**src/rtl/ws_pkg.sv**
```systemverilog
// Shared definitions for the water sensing front end.
//   flow_state_e : flow supervision FSM states (OFF, GRACE, MONITOR, FAULT)
//   LEVEL_BANDS  : number of quantised drum level bands
//   BAND_WIDTH   : ADC codes per level band
//   PULSE_SAT    : saturation value of the 8-bit pulse counter
//   band_of()    : maps an 8-bit level code to its raw band index
package ws_pkg;

  typedef enum logic [1:0] {
    OFF     = 2'd0,
    GRACE   = 2'd1,
    MONITOR = 2'd2,
    FAULT   = 2'd3
  } flow_state_e;

  localparam int         LEVEL_BANDS = 8;
  localparam int         BAND_WIDTH  = 32;
  localparam logic [7:0] PULSE_SAT   = 8'd255;

  function automatic logic [2:0] band_of(input logic [7:0] code);
    int b;
    b = int'(code) / BAND_WIDTH;
    if (b > LEVEL_BANDS - 1) b = LEVEL_BANDS - 1;
    return 3'(b);
  endfunction

endpackage

```
**src/rtl/pulse_sync_edge.sv**
```systemverilog
// Brings an asynchronous pulse into the clk domain and flags each rising edge.
//   clk      in  system clock
//   reset    in  asynchronous, active-high
//   async_i  in  raw pulse, asynchronous to clk
//   event_o  out one-cycle event per synchronised rising edge
// Two flops form the synchroniser; a third holds the previous synced value.
module pulse_sync_edge (
  input  logic clk,
  input  logic reset,
  input  logic async_i,
  output logic event_o
);

  logic sync1_q;
  logic sync2_q;
  logic prev_q;

  always_ff @(posedge clk or posedge reset) begin
    if (reset) begin
      sync1_q <= 1'b0;
      sync2_q <= 1'b0;
      prev_q  <= 1'b0;
    end else begin
      sync1_q <= async_i;
      sync2_q <= sync1_q;
      prev_q  <= sync2_q;
    end
  end

  // High while the synced level has just risen; consumed at the next edge.
  assign event_o = sync2_q & ~prev_q;

endmodule

```
**src/rtl/water_sense_conditioner.sv**
```systemverilog
// Conditions raw water sensing for the washing-machine controller.
//   clk                  in  system clock
//   reset                in  asynchronous, active-high
//   flow_pulse_async     in  raw flow-meter pulse (asynchronous)
//   valve_open           in  inlet valve command
//   level_sample[7:0]    in  level ADC code
//   level_valid          in  qualifies level_sample for one cycle
//   waterflow            out 1 = supply OK / not yet judged, 0 = flow fault
//   water_level_reading  out quantised drum level 0..7
//   flow_count[7:0]      out pulse count of the last completed window
//   flow_state[1:0]      out supervision FSM state
// Handshake: level_valid is a single-cycle qualifier with no back-pressure;
// every cycle it is high, level_sample is consumed.
// Optional feature: define LEVEL_HYST_EN to add HYST codes of hysteresis
// around the level band boundaries.
module water_sense_conditioner
  import ws_pkg::*;
#(
  parameter int WINDOW_CYCLES = 1000,
  parameter int MIN_PULSES    = 4,
  parameter int GRACE_WINDOWS = 3,
  parameter int AVG_SHIFT     = 2,
  parameter int HYST          = 4
) (
  input  logic       clk,
  input  logic       reset,
  input  logic       flow_pulse_async,
  input  logic       valve_open,
  input  logic [7:0] level_sample,
  input  logic       level_valid,
  output logic       waterflow,
  output logic [2:0] water_level_reading,
  output logic [7:0] flow_count,
  output logic [1:0] flow_state
);

  localparam int         WCNT_W = $clog2(WINDOW_CYCLES);
  localparam int         GCNT_W = $clog2(GRACE_WINDOWS + 1);
  localparam int         ACC_W  = 8 + AVG_SHIFT;
  localparam logic [7:0] MIN_P  = 8'(MIN_PULSES);

  if (WINDOW_CYCLES < 2 || GRACE_WINDOWS < 1 || AVG_SHIFT < 1 ||
      MIN_PULSES < 0 || MIN_PULSES > 255 || HYST < 0 || HYST >= BAND_WIDTH) begin : g_bad_param
    $error("water_sense_conditioner: parameter out of range");
  end

  // ---------------- pulse path and measurement window ----------------
  logic              pulse_evt;
  logic [WCNT_W-1:0] wcnt_q, wcnt_d;
  logic [7:0]        pcnt_q, pcnt_d;
  logic [7:0]        flow_count_q, flow_count_d;
  logic [7:0]        window_total;
  logic              wrap;
  logic              restart;

  pulse_sync_edge u_sync (
    .clk     (clk),
    .reset   (reset),
    .async_i (flow_pulse_async),
    .event_o (pulse_evt)
  );

  flow_state_e       state_q, state_d;
  logic [GCNT_W-1:0] grace_cnt_q, grace_cnt_d;
  logic              waterflow_q;

  assign wrap    = (wcnt_q == WCNT_W'(WINDOW_CYCLES - 1));
  assign restart = (state_q == OFF) && valve_open;

  // Running count including this cycle's event, held at saturation.
  assign window_total = (pcnt_q == PULSE_SAT) ? PULSE_SAT : pcnt_q + {7'd0, pulse_evt};

  always_comb begin
    wcnt_d       = wcnt_q + 1'b1;
    pcnt_d       = window_total;
    flow_count_d = flow_count_q;
    if (wrap) flow_count_d = window_total;
    if (wrap || restart) begin
      wcnt_d = '0;
      pcnt_d = '0;
    end
  end

  always_ff @(posedge clk or posedge reset) begin
    if (reset) begin
      wcnt_q       <= '0;
      pcnt_q       <= '0;
      flow_count_q <= '0;
    end else begin
      wcnt_q       <= wcnt_d;
      pcnt_q       <= pcnt_d;
      flow_count_q <= flow_count_d;
    end
  end

  // ---------------- flow supervision FSM ----------------
  always_comb begin
    state_d     = state_q;
    grace_cnt_d = grace_cnt_q;
    // Closing the valve wins over any window decision in the same cycle.
    if (state_q != OFF && !valve_open) begin
      state_d = OFF;
    end else begin
      case (state_q)
        OFF: begin
          if (valve_open) begin
            state_d     = GRACE;
            grace_cnt_d = '0;
          end
        end
        GRACE: begin
          if (wrap) begin
            grace_cnt_d = grace_cnt_q + 1'b1;
            // The window that ends the grace period is not judged.
            if (grace_cnt_q + 1'b1 == GCNT_W'(GRACE_WINDOWS)) state_d = MONITOR;
          end
        end
        MONITOR: if (wrap && window_total < MIN_P)  state_d = FAULT;
        FAULT:   if (wrap && window_total >= MIN_P) state_d = MONITOR;
        default: state_d = OFF;
      endcase
    end
  end

  // waterflow follows the next state so it moves together with flow_state.
  always_ff @(posedge clk or posedge reset) begin
    if (reset) begin
      state_q     <= OFF;
      grace_cnt_q <= '0;
      waterflow_q <= 1'b1;
    end else begin
      state_q     <= state_d;
      grace_cnt_q <= grace_cnt_d;
      waterflow_q <= (state_d != FAULT);
    end
  end

  // ---------------- level averaging and quantisation ----------------
  logic [ACC_W-1:0]     acc_q, acc_d, acc_sum;
  logic [AVG_SHIFT-1:0] scnt_q, scnt_d;
  logic [7:0]           avg;
  logic [2:0]           raw_band;
  logic [2:0]           band_new;
  logic [2:0]           level_q, level_d;

  assign acc_sum  = acc_q + ACC_W'(level_sample);
  assign avg      = 8'(acc_sum >> AVG_SHIFT);
  assign raw_band = band_of(avg);

`ifdef LEVEL_HYST_EN
  // Moving up needs HYST codes past the target band's floor; if the raw band
  // misses that, the band just below it always clears it. Moving down needs
  // HYST codes below the current band's floor.
  always_comb begin
    band_new = level_q;
    if (raw_band > level_q) begin
      if (int'(avg) >= int'(raw_band) * BAND_WIDTH + HYST) band_new = raw_band;
      else if (raw_band - 3'd1 > level_q)                   band_new = raw_band - 3'd1;
    end else if (raw_band < level_q) begin
      if (int'(avg) < int'(level_q) * BAND_WIDTH - HYST) band_new = raw_band;
    end
  end
`else
  assign band_new = raw_band;
`endif

  always_comb begin
    acc_d   = acc_q;
    scnt_d  = scnt_q;
    level_d = level_q;
    if (level_valid) begin
      if (&scnt_q) begin
        acc_d   = '0;
        scnt_d  = '0;
        level_d = band_new;
      end else begin
        acc_d  = acc_sum;
        scnt_d = scnt_q + 1'b1;
      end
    end
  end

  always_ff @(posedge clk or posedge reset) begin
    if (reset) begin
      acc_q   <= '0;
      scnt_q  <= '0;
      level_q <= '0;
    end else begin
      acc_q   <= acc_d;
      scnt_q  <= scnt_d;
      level_q <= level_d;
    end
  end

  assign waterflow           = waterflow_q;
  assign water_level_reading = level_q;
  assign flow_count          = flow_count_q;
  assign flow_state          = state_q;

endmodule

```
**config.mk**
```make
export PLATFORM = sky130hd
export DESIGN_NAME = water_sense_conditioner
export DESIGN_NICKNAME = d
export VERILOG_FILES = /design/src/rtl/ws_pkg.sv /design/src/rtl/pulse_sync_edge.sv /design/src/rtl/water_sense_conditioner.sv
export SDC_FILE = /design/constraint.sdc
export NUM_CORES = 1
export LEC_CHECK = 0
export BUFFER_PORTS_ARGS = -buffer_cell sky130_fd_sc_hd__buf_2
export CORE_MARGIN = 8
export CORE_UTILIZATION = 58
export CTS_CLUSTER_SIZE = 10
export DETAILED_ROUTE_END_ITERATION = 7
export GPL_ROUTABILITY_DRIVEN = 0
export PLACE_DENSITY = 0.84
export SYNTH_ARGS = -nofsm -noshare
export SYNTH_HDL_FRONTEND = slang
export SYNTH_HIERARCHICAL = 1
export SYNTH_SLANG_ARGS = --single-unit
```
**constraint.sdc**
```tcl
create_clock -name clk -period 2.2 [get_ports clk]
set_input_delay 0.33 -clock clk [delete_from_list [all_inputs] [get_ports clk]]
set_output_delay 0.33 -clock clk [all_outputs]
set_load 0.01 [all_outputs]
```
Word-level counts from Yosys, hierarchy flattened
Cells that the tools add are included.
- register bits: 49
- latch bits: 0
- bits in writable memories: 0
- memory bits (read-only): 0
- input bits: 13
- output and inout bits: 14
- word-level logic and storage cells: 60
- memories: 0
- add/subtract/negate cells: 5
- multiply operators: 0
- divide/modulo/power cells: 0
- magnitude comparators: 3
- equality and inequality tests: 9
- shifts and indexed selects: 0
- muxes and demuxes: 16
- bitwise gates (word level): 3
- reductions and logical operators: 12
- operators with widths (cell ; number):
    $mux 10 ; 2
    $mux 2 ; 9
    $mux 8 ; 2
    $add 10x1->10 const B ; 1
    $add 10x8->10 ; 1
    $eq 10x10->1 const B ; 1
    $add 8x1->8 ; 1
    $eq 8x8->1 const B ; 1
    $ge 8x3->1 const B ; 1
    $lt 8x3->1 const B ; 1
    $pmux 2 s4 ; 1
    $eq 2x2->1 const B ; 3
    $ne 2x2->1 const B ; 3
    $add 2x1->2 const B ; 2
    $logic_and 1x1->1 ; 4
    $pmux 2 s2 ; 1
    $reduce_and 4->1 ; 1
    $reduce_bool 2->1 ; 2
    $gt 3x3->1 const B ; 1
    $mux 3 ; 1
    $reduce_and 3->1 ; 1
    $eq 2x1->1 const B ; 1
    $logic_not 2->1 ; 1
    $not 1->1 ; 2
    other kinds (4) ; 4

Longest topological paths before layout
- depth after elaboration: 10
- depth in mapped cells: 8
- gate-level depth less buffers: 8

Cells and area by module
Netlist, hierarchy kept.
- by module, submodules not included (module ; times used ; cells an instance ; area an instance (sq um) ; seq. area each (sq um)):
    water_sense_conditioner ; 1 ; 254 ; 2443.6 ; 1152.4
    pulse_sync_edge ; 1 ; 5 ; 92.6 ; 75.1

Worst setup path before layout
No wires, ideal clock.
- kind: register -> register
- from: register u_sync.sync2_q
- to: register state_q[0] (netlist: flow_state[0])
- library setup time: 0.066 ns
- data arrival time: 1.774 ns
- required time: 2.134 ns
- setup slack: 0.360 ns
- stages on the path, launching flop included: 9
- buffers on the path: 0
- clock period less this slack: 1.840 ns
- cells stage by stage: dfrtp_1 > nor2b_4 > ha_1 > ha_1 > nand3_1 > nor2_1 > o32a_1 > nor4b_2 > o31a_1
- word-level cells in the longest chain between the ends: 8
- elaborated cells on any way between the ends: 11
- those cells by class: add/sub (1); order compare (2); mux (5); bitwise (1); reduce/logical (2)
- ends and longest elaborated chain (element ; RTL line ; source):
    start, declared ; pulse_sync_edge.sv:15 ; logic sync2_q;
    start signal, assigned ; pulse_sync_edge.sv:25 ; sync2_q <= sync1_q;
    $and 1x1->1 * ; pulse_sync_edge.sv:31 ; assign event_o = sync2_q & ~prev_q;
    net pulse_evt ; water_sense_conditioner.sv:48 ; logic pulse_evt;
    $add 8x1->8 * ; water_sense_conditioner.sv:71 ; assign window_total = (pcnt_q == PULSE_SAT) ? PULSE_SAT : pcnt_q + {7'd0, pulse_evt};
    $mux 8 * ; water_sense_conditioner.sv:71 ;
    $ge 8x3->1 / $lt 8x3->1 (equally long branches) ; water_sense_conditioner.sv:119, water_sense_conditioner.sv:118 ;
    $logic_and 1x1->1, on equally long branches ; water_sense_conditioner.sv:119, water_sense_conditioner.sv:118 ;
    $mux 2, on equally long branches ; water_sense_conditioner.sv:119, water_sense_conditioner.sv:118 ;
    $pmux 2 s4 * ; water_sense_conditioner.sv:104 ; case (state_q)
    $mux 2 * ; water_sense_conditioner.sv:101 ; if (state_q != OFF && !valve_open) begin
    net state_d[0] ; water_sense_conditioner.sv:63 ; flow_state_e state_q, state_d;
    end signal, assigned ; water_sense_conditioner.sv:132 ; state_q <= state_d;
    end, declared ; water_sense_conditioner.sv:63 ;
Mark *: on every way through the listed nets, which the timed path passes. The rest lies on a longest branch.
A chain may end at the register's enable or synchronous reset.

Final worst setup path
Same ends and word-level chain as after synthesis.

==> summary.txt <==
Route
  – Detailed-route vias per instance: around 5.7
  – Initial DRT Pass Iterations: 4
  – Violation count after the first detailed-routing iteration: 61
  – Total Wirelength: about 4800 um
  – Average wire per cell in the routed design: between 10 and 15 um
  – DRC Markers: 0
  – DRT antenna net count: 0
  – Total number of vias: 1952

Die
  – FP Rows: 24
  – Top-level port count: 27
  – Placeable core region: approximately 0.0043 mm^2
  – Overall die area: about 0.0067 mm^2
  – Initial core utilization: between 50% and 60%
  – Height of the die: a little over 80 um
  – Die W: 82.1 um

Synth
  – Synthesized area divided by synthesized cell count: about 9.8 um^2
  – Number of enable flip-flop cells after synthesis: 0
  – Share of the yosys chip area belonging to registers: about half
  – Mapped Nets: ~290
  – Register bit count reported by yosys: 49
  – Library cells used by synthesis: between 40 and 50
  – Number of warning messages in the yosys log: 6
  – Synthesized netlist cell count: approximately 260
  – Commonest register cell after synthesis: sky130_fd_sc_hd__dfrtp_1
  – Mapped Area: ~0.0025 mm^2
  – Share of synthesized registers carrying an async set or reset: 100%

Place
  – DPL Wire Length: between 3000 and 4000 um
  – # port buffers: 26

Pwr
  – Switching share of total power: between 30% and 40%
  – Power density of the placed cells: around 980 mW/mm^2
  – Design Power: roughly 2.8 mW
  – Clk network pwr share: 23.4%
  – Combinational power share: 33.4%
  – Cell leakage power: between 1 and 1.5 nW
  – Sequential share of power: a little over two fifths
  – IR Drop Worst-Case VDD: between 0.7 and 0.8 mV
  – Int Power: between 1.5 and 2 mW
  – Net switching component of the power: a little over 0.9 mW

Clock tree
  – Latest clock arrival within the worst-skew pair: 0.30 ns
  – CTS H-Tree Depth: 2
  – Clock slew at the register clock pins of the worst setup and hold paths: ~0.09 ns
  – Clock Path Buffers: 2
  – TritonCTS sink count: between 40 and 50
  – Clock root buffer: sky130_fd_sc_hd__clkbuf_8
  – TritonCTS Buffers: 5
  – CTS tree: built

Worst setup path
  – Critical Path AT: 2.22 ns
  – Type of origin of the critical path: flip-flop
  – Cell chain of the critical path: nor2b_4 > ha_1 > ha_1 > nand3_1 > nor2_1 > o32a_1 > nor4b_2 > o31a_1
  – Largest fanout on the critical path: 5
  – CP endpoint kind: flip-flop
  – Worst stage delay on the critical path: 0.38 ns
  – Crit path max-delay cell type: sky130_fd_sc_hd__dfrtp_1
  – Crit path kind: reg2reg
  – Top cell by count, worst path: sky130_fd_sc_hd__ha_1
  – Req. time, crit path: about 2.4 ns

Layout
  – # fillers: 340
  – Net total in the final layout: ~310
  – Most frequent cells in the layout: 48 x sky130_fd_sc_hd__dfrtp_1, 32 x sky130_fd_sc_hd__nor2_1, 26 x sky130_fd_sc_hd__buf_2
  – Most common cell after layout, fill and taps aside: sky130_fd_sc_hd__dfrtp_1
  – N_diodes: 0
  – Synthesis-to-finish area growth: 12.2%
  – Layout cell share with drive strength beyond 1: 15.6%

Timing
  – Worst Tran Pin Value: roughly 0.74 ns
  – RSZ-0062 raised after global routing: no
  – Final critical delay including setup and external delays: roughly 2.0 ns
  – Worst relative slew slack: between 50% and 60%
  – Final max-slew violation count: 0
  – Period utilisation layout: about nine tenths
  – Max Fclk: a little over 500 MHz
  – Setup_tns: 0 ns
  – Final number of hold-violating endpoints: 0
  – Setup-violating endpoint count in the final report: 0
  – Clock skew: just over 0.008 ns

Global routing
  – Residual overflow from global routing: 0
  – Total track usage: 15.0%
  – Global-route wire length before repair: ~8000 um
  – Pin count of the biggest net entering global routing: 47
  – Via count of the first global-routing pass: roughly 1900
  – Antenna violations before repair: 0

Worst hold path
  – Class of the tightest hold or removal check: in2reg

Run
  – Max-capacitance violation count: 0

Outcome
  – Result of the run: completed
==> sequential cells by signal, summed over array words and instances (netlist names) <==
name,count
u_sync/sync1_q,1
flow_state,2
scnt_q,2
waterflow,1
wcnt_q,10
flow_count,8
pcnt_q,8
u_sync/prev_q,1
acc_q,10
u_sync/sync2_q,1
grace_cnt_q,2
water_level_reading,3
==> metal layers <==
layer	wire length, um	global-route usage, %	up-vias
met5	0	0	-
met4	60	5.26	0
met3	197	3.79	4
met2	2360	26.2	36
met1	2220	17.5	933
li1	-	-	979
==> layout make-up <==
type	instances	area [um^2]	area share (%)
multi-input cells	191	1240	43.6
flip-flops and latches	49	1230	43.1
repair buffers	29	155	5.45
clock buffers	7	86.3	3.03
well taps	52	65.1	2.29
inverters	11	41.3	1.45
clock inverters	1	30.0	1.06
==> cell usage after synthesis, types with 4 or more instances <==
library cell                 n  area, um^2
sky130_fd_sc_hd__ha_1       13         163
sky130_fd_sc_hd__nor3_1      7        35.0
sky130_fd_sc_hd__o2bb2ai_1   4        35.0
sky130_fd_sc_hd__o211ai_1    4        30.0
sky130_fd_sc_hd__o31ai_1     4        30.0
sky130_fd_sc_hd__xor2_1      7        61.3
sky130_fd_sc_hd__clkbuf_1    7        26.3
sky130_fd_sc_hd__nand3_1    13        65.1
sky130_fd_sc_hd__dfrtp_1    48        1200
sky130_fd_sc_hd__nand2_1    21        78.8
sky130_fd_sc_hd__o21ai_0    20         100
sky130_fd_sc_hd__inv_1      11        41.3
sky130_fd_sc_hd__nor2_1     32         120
sky130_fd_sc_hd__xnor2_1     7        61.3
sky130_fd_sc_hd__a21oi_1    12        60.1
==> power by group through the flow <==
stage | Combinational, mW | Clock, mW | Sequential [mW]
global route | 1.05 | 0.718 | 1.23
global placement | 0.884 | 0 | 1.21
floorplan | 0.721 | 0 | 1.20
detailed placement | 0.918 | 0 | 1.22
CTS | 0.925 | 0.676 | 1.21
finish | 0.933 | 0.655 | 1.21
==> timing repair <==
item	in CTS	in global routing
resized for setup	0	1
endpoints found under the hold margin	3	0
buffers inserted	0	0
endpoints found under the setup margin	0	1
hold buffers	1	0
==> per-stage QoR <==
step,cells,setup slack [ns],cell area [um^2],utilization [%],hold WS [ns]
5_1_grt,340,0.0625,2850,66.3,0.115
2_1_floorplan,259,0.360,2540,-,0.0836
4_1_cts,340,0.194,2840,66.2,0.127
3_3_place_gp,331,0.209,2720,63.2,0.208
6_report,340,0.219,2850,66.3,0.132
3_5_place_dp,331,0.145,2720,63.2,0.220
==> worst max-delay path: cells and delay by family (launching register included) <==
family	cells	cell delay [ns]
adders and majority gates	2	0.48
AOI/OAI and AO/OA	2	0.45
and+or+nand+nor	4	0.60
DFF	1	0.38
==> path summary, 6_finish.rpt <==
check,from,endpoint,slack (ns),cells after the start
max in group asynchronous,reset,water_level_reading[1],1.08,4
setup / recovery,u_sync/sync2_q,flow_state[0],0.22,8
hold / removal,flow_pulse_async,u_sync/sync1_q,0.13,1
min in group asynchronous,reset,u_sync/prev_q,0.45,3
setup reg to reg,u_sync/sync2_q,flow_state[0],0.22,8
hold reg to reg,u_sync/sync1_q,u_sync/sync2_q,0.36,0
==> logic make-up after synthesis <==
| group | count (synthesis) | share of synthesized area, % |
|---|---|---|
| compound gates | 65 | 16.9 |
| xor+xnor | 14 | 4.83 |
| fa+ha+maj | 14 | 7.20 |
| buf+inv | 19 | 2.86 |
| flops | 49 | 48.4 |
| mux | 3 | 1.33 |
| simple gates | 95 | 18.5 |
Note: power is estimated with default switching activity, not from simulation.
